File: src/rtl/mem_wait_ctrl_pkg.sv
// Shared constants for the simple computer's memory path: ISA encodings,
// addressing modes and the wait-state controller's state encoding.
package mem_wait_ctrl_pkg;

  localparam int unsigned OPC_W = 4;
  localparam logic [OPC_W-1:0] OP_LOAD  = 4'h0;
  localparam logic [OPC_W-1:0] OP_STORE = 4'h1;
  localparam logic [OPC_W-1:0] OP_ADD   = 4'h2;
  localparam logic [OPC_W-1:0] OP_JUMP  = 4'h3;
  localparam logic [OPC_W-1:0] OP_CMP   = 4'h4;
  localparam logic [OPC_W-1:0] OP_SL    = 4'h5;
  localparam logic [OPC_W-1:0] OP_SR    = 4'h6;
  localparam logic [OPC_W-1:0] OP_PUSH  = 4'h7;
  localparam logic [OPC_W-1:0] OP_POP   = 4'h8;

  localparam int unsigned AMODE_W = 3;
  localparam logic [AMODE_W-1:0] AM_DIRECT    = 3'd0;
  localparam logic [AMODE_W-1:0] AM_INDIRECT  = 3'd1;
  localparam logic [AMODE_W-1:0] AM_IMMEDIATE = 3'd2;
  localparam logic [AMODE_W-1:0] AM_REGISTER  = 3'd3;
  localparam logic [AMODE_W-1:0] AM_STACK     = 3'd4;

  typedef enum logic [1:0] {
    ST_IDLE   = 2'b00,
    ST_WAIT   = 2'b01,
    ST_ACCESS = 2'b10
  } state_e;

  // Wait-state counter covers WAIT_STATES-1 for WAIT_STATES up to 15.
  localparam int unsigned WCNT_W = 4;

  function automatic logic addr_in_range(input logic [31:0] addr, input int unsigned depth);
    return addr < depth;
  endfunction

endpackage

File: src/rtl/mem_wait_ctrl_array.sv
// Plain DEPTH x DATA_W store: synchronous write, registered read port
// that holds its value between reads and clears on reset.
module mem_array
  import mem_wait_ctrl_pkg::*;
#(
  parameter int unsigned DATA_W = 24,
  parameter int unsigned DEPTH  = 128,
  parameter int unsigned IDX_W  = 7
) (
  input  logic              clk,
  input  logic              rst_n,
  input  logic              we,
  input  logic              re,
  input  logic [IDX_W-1:0]  addr,
  input  logic [DATA_W-1:0] wdata,
  output logic [DATA_W-1:0] rdata
);

  logic [DATA_W-1:0] mem [DEPTH];

  // Storage is deliberately not reset.
  always_ff @(posedge clk) begin
    if (we) begin
      mem[addr] <= wdata;
    end
  end

  always_ff @(posedge clk) begin
    if (!rst_n) begin
      rdata <= '0;
    end else if (re) begin
      rdata <= mem[addr];
    end
  end

endmodule

File: src/rtl/mem_wait_ctrl.sv
// Single-port memory front end with request/ready handshake, programmable
// wait states and out-of-range address detection.
module mem_wait_ctrl
  import mem_wait_ctrl_pkg::*;
#(
  parameter int unsigned DATA_W      = 24,
  parameter int unsigned DEPTH       = 128,
  parameter int unsigned ADDR_W      = 8,
  parameter int unsigned WAIT_STATES = 0
) (
  input  logic              clk,
  input  logic              rst_n,
  input  logic              EN,
  input  logic              CS,
  input  logic [ADDR_W-1:0] MAR,
  input  logic [DATA_W-1:0] data_in,
  output logic [DATA_W-1:0] data_out,
  output logic              ready,
  output logic              busy,
  output logic              err
);

  localparam int unsigned IDX_W = (DEPTH > 1) ? $clog2(DEPTH) : 1;

  state_e              state;
  logic [WCNT_W-1:0]   wcnt;
  logic [ADDR_W-1:0]   req_addr;
  logic                req_cs;
  logic [DATA_W-1:0]   req_data;
  logic                in_range_c;
  logic                mem_we_c;
  logic                mem_re_c;

  assign in_range_c = addr_in_range(32'(req_addr), DEPTH);
  // Array strobes fire on the edge that leaves ACCESS; reset suppresses the write.
  assign mem_we_c   = rst_n && (state == ST_ACCESS) && in_range_c && req_cs;
  assign mem_re_c   = (state == ST_ACCESS) && in_range_c && !req_cs;

  always_ff @(posedge clk) begin
    if (!rst_n) begin
      state    <= ST_IDLE;
      wcnt     <= '0;
      ready    <= 1'b0;
      busy     <= 1'b0;
      err      <= 1'b0;
      req_addr <= '0;
      req_cs   <= 1'b0;
      req_data <= '0;
    end else begin
      ready <= 1'b0;
      err   <= 1'b0;
      case (state)
        ST_IDLE: begin
          if (EN) begin
            req_addr <= MAR;
            req_cs   <= CS;
            req_data <= data_in;
            busy     <= 1'b1;
            if (WAIT_STATES == 0) begin
              state <= ST_ACCESS;
            end else begin
              wcnt  <= WCNT_W'(WAIT_STATES - 1);
              state <= ST_WAIT;
            end
          end
        end
        ST_WAIT: begin
          if (wcnt == '0) begin
            state <= ST_ACCESS;
          end else begin
            wcnt <= wcnt - WCNT_W'(1);
          end
        end
        ST_ACCESS: begin
          ready <= 1'b1;
          err   <= !in_range_c;
          busy  <= 1'b0;
          state <= ST_IDLE;
        end
        default: begin
          state <= ST_IDLE;
          busy  <= 1'b0;
        end
      endcase
    end
  end

  mem_array #(
    .DATA_W (DATA_W),
    .DEPTH  (DEPTH),
    .IDX_W  (IDX_W)
  ) u_array (
    .clk   (clk),
    .rst_n (rst_n),
    .we    (mem_we_c),
    .re    (mem_re_c),
    .addr  (req_addr[IDX_W-1:0]),
    .wdata (req_data),
    .rdata (data_out)
  );

endmodule
File: config.mk
export PLATFORM = sky130hd
export DESIGN_NAME = mem_wait_ctrl
export DESIGN_NICKNAME = d
export VERILOG_FILES = /design/src/rtl/mem_wait_ctrl_pkg.sv /design/src/rtl/mem_wait_ctrl_array.sv /design/src/rtl/mem_wait_ctrl.sv
export SDC_FILE = /design/constraint.sdc
export NUM_CORES = 2
export LEC_CHECK = 0
export CAP_MARGIN = 20
export CORE_MARGIN = 1.5
export CORE_UTILIZATION = 55
export CTS_BUF_LIST = sky130_fd_sc_hd__clkbuf_8
export DETAILED_ROUTE_END_ITERATION = 12
export PLACE_DENSITY_LB_ADDON = 0.2
export SLEW_MARGIN = 25
export SYNTH_ARGS = -nofsm -noshare
export SYNTH_HDL_FRONTEND = slang
export SYNTH_SLANG_ARGS = --single-unit
export TNS_END_PERCENT = 100
File: constraint.sdc
create_clock -name clk -period 4 [get_ports clk]
set_clock_uncertainty 0.05 [all_clocks]
set_input_delay 1 -clock clk [delete_from_list [all_inputs] [get_ports clk]]
set_output_delay 1 -clock clk [all_outputs]
set_load 0.01 [all_outputs]
==> out/results.txt <==
Status = finished, violations left
Violated checks = DRC, setup timing
Synth Warn # = 0
DR DRC count = 1
Worst vdd ir = 0.0004351 V
Setup TNS = -0.1196 ns
Leak = 0.04232 uW
Minimum clock period = 4.089 ns
Mapped Avg Cell Area = 18.45 um^2
Num CTS Buffers = 492
Wire per inst = 37.82 um
Unrepaired setup endpoints after global routing = false
Number of flops mapped to enable cells by yosys = 3072
Post-place setup slack = -0.09665 ns
Final setup fails = 2
Req. time, crit path = 4.95 ns
Max_slew headroom = 0.1619
Final Max Slew Viols = 0
HPWL Detailed = 242300 um
Max_cap viols = 0
RD Place Congestion = 0.9436
Cell row count = 172
Synth Instances = 6562
Share of cells above drive strength 1 = 0.2442
# port buffers = 62
Synth async-reset ratio = 0
Yosys reg bits = 3132
Largest net degree at the start of global routing = 120
Clk root buf = clkbuf_8
Via density = 6.890
Starting Density = 0.5519
Fin. Hold Viols = 0
Vias = 72490
Later-pin clock latency in the skew report = 1.14 ns
Initial DRC Count = 12460
Number of global-route vias before repair = 69530
1st-pass router iterations = 12
Slowest stage cell, crit path = a22oi_1
Final cycle utilization of the critical path = 1.022
DIE AREA = 222900 um^2
CTS tree = yes
Startpoint types = register
Critical-path cell list = buf_4 -> inv_1 -> buf_4 -> nand2_1 -> nor2_1 -> a22oi_1 -> o21ai_0 -> a22oi_2 -> a31oi_1
Main synth FF type = edfxtp_1
Tot Pwr = 65330 uW
Core box area = 219300 um^2
Clock Sinks = 3132
Number of I/O pins = 63
Highest clock rate = 244.6 MHz
Final setup margin = -0.08915 ns
Power density cells = 473.4 nW/um^2
Total GRT Usage = 0.3537
Netlist cell types = 81
Width of the die = 472.1 um
Clock-pin slew on the worst setup and hold paths = 0.07 ns
Grt total ovfl = 0
Area Growth Syn to Fin = 14.02%
CP Class = register to register
Post-DRT Antenna Nets = 0
Min-delay worst type = input port to register
Layout Nets = 7292
Final WL = 397900 um
Clk buf depth = 4
Fillers = 15280
Most used cell, CP = buf_4
CP Capture Type = register
Sequential area share after synthesis = 0.7721
Crit path DAT = 5.04 ns
Crit Path Max Fanout = 10
Post-synth net total = 6598
Global-route wire length before repair = 547500 um
Die Ht = 472.1 um
Htree depth = 5
Initial antenna violation count = 27
Largest stage delay on the critical path = 0.67 ns
Mapped Area = 121000 um^2
Worst-Margin Slew = 1.244 ns
-- cell type report --
type	count	area (um^2)	area share
Multi-Input combinational cell	2953	25310	0.1834
Clock inverter	347	1459	0.01057
Inverter	7	46.29	0.0003354
Clock buffer	523	7198	0.05216
Timing Repair Buffer	670	6804	0.04930
Antenna cell	17	42.54	0.0003083
Tap cell	2871	3592	0.02603
Sequential cell	3132	93560	0.6779
-- sequential cells by signal, summed over array words and instances, names as in the netlist --
register / cells
u_array.mem: 3072
req_data: 24
u_array.rdata: 24
req_addr: 8
err: 1
ready: 1
req_cs: 1
state: 1
-- per-layer routing --
layer / GRT usage / vias to the layer above / wire (um)
met2: 0.5170 / 5801 / 175500
li1: - / 28540 / -
met5: 0 / - / 174
met1: 0.4763 / 36970 / 141500
met4: 0.2059 / 24 / 26820
met3: 0.1030 / 1151 / 53900
-- stage by stage --
step                      hold WS [ns]  instance area, um^2  instances  utilization
final                          0.07513               138000      10520       0.6293
after global routing           0.03128               138000      10510       0.6292
after CTS                     0.003102               137900      10500       0.6288
after detailed placement        0.4685               129200       9630       0.5892
after global placement          0.4538               129100       9626       0.5889
after floorplan                 0.4110               121000       6562            -
-- cell families after synthesis --
family,count (synthesis),synth area share
muxes,779,0.09333
DFF,3132,0.7721
buffers and inverters,477,0.02268
and+or+nand+nor,772,0.02629
AOI/OAI and AO/OA,1402,0.08564
-- Yosys cell counts, types with 6 or more instances --
cell type | number | share of area
edfxtp_1 | 3072 | 0.76
a221oi_1 | 369 | 0.027
nor2_1 | 360 | 0.011
mux2i_1 | 319 | 0.026
nand2_1 | 289 | 0.0090
mux4_2 | 254 | 0.047
o21ai_0 | 203 | 0.0084
mux2_2 | 201 | 0.019
a21oi_1 | 194 | 0.0080
clkbuf_1 | 152 | 0.0047
buf_2 | 142 | 0.0059
a22oi_1 | 136 | 0.0084
buf_4 | 90 | 0.0056
o22ai_1 | 74 | 0.0038
dfxtp_1 | 60 | 0.0099
buf_6 | 54 | 0.0050
a221o_1 | 51 | 0.0042
o221ai_1 | 46 | 0.0033
a22o_1 | 39 | 0.0028
a211oi_1 | 36 | 0.0022
a21boi_0 | 35 | 0.0022
a31oi_1 | 31 | 0.0016
buf_1 | 29 | 0.00090
o211ai_1 | 27 | 0.0017
nand3_1 | 24 | 0.00099
nor3_1 | 24 | 0.00099
o22a_1 | 23 | 0.0017
o2bb2ai_1 | 17 | 0.0012
a222oi_1 | 14 | 0.0012
and2_1 | 13 | 0.00067
nor2b_1 | 13 | 0.00067
nor4_1 | 10 | 0.00052
a2111oi_0 | 8 | 0.00058
a21o_1 | 8 | 0.00050
o221a_2 | 8 | 0.00074
nand2b_1 | 7 | 0.00036
o311ai_0 | 7 | 0.00051
a311oi_1 | 6 | 0.00043
o2111ai_1 | 6 | 0.00043
o31ai_1 | 6 | 0.00037
-- placed cells by master, fill, tap and decap left out, types with 11 or more instances in the layout --
cell	n
a21boi_0	35
a22o_1	39
mux2_2	201
dfxtp_1	31
o21ai_0	203
o211ai_1	27
o22a_1	23
nand2_1	289
clkdlybuf4s50_1	61
and2_1	11
dfxtp_4	28
a222oi_1	14
a211oi_1	36
a22oi_1	135
clkinv_2	51
buf_4	479
nor2_2	132
nor3_1	22
a21oi_1	194
clkbuf_8	523
edfxtp_1	3072
mux4_2	254
diode_2	17
nor2_1	228
o221ai_1	45
clkinv_1	120
a221oi_1	369
o2bb2ai_1	17
a221o_1	51
nand3_1	24
buf_12	126
a31oi_1	31
mux2i_1	319
inv_1	170
o22ai_1	74
-- worst max-delay path, delay by kind of cell, from the launching register on --
family / cells / cell delay [ns]
AO/OA/AOI/OAI: 4 / 1.97
AND/OR/NAND/NOR: 2 / 0.84
buffers and inverters: 3 / 0.68
flip-flops: 1 / 0.40
-- power by group --
part	switching [uW]	internal, uW	total (uW)
combinational	3030	1460	4490
clock	12300	12100	24300
sequential	413	36100	36500
-- path summary, 6_finish.rpt --
check | startpoint | endpoint | slack [ns] | cells after the start
worst max register to register | req_addr[3] | u_array.rdata[6] | -0.09 | 9
worst max-delay path | req_addr[3] | u_array.rdata[6] | -0.09 | 9
worst min-delay path | rst_n | ready | 0.08 | 2
worst min register to register | req_cs | req_cs | 0.48 | 2
-- timing repair --
| item | CTS | global route |
|---|---|---|
| pin swaps | 0 | 1 |
| buffers inserted | 1 | 0 |
| gates cloned | 0 | 0 |
| hold buffers | 0 | 0 |
| endpoints found under the setup margin | 1 | 3 |
| resized for setup | 0 | 4 |
Power figures use the tool's default switching activity.
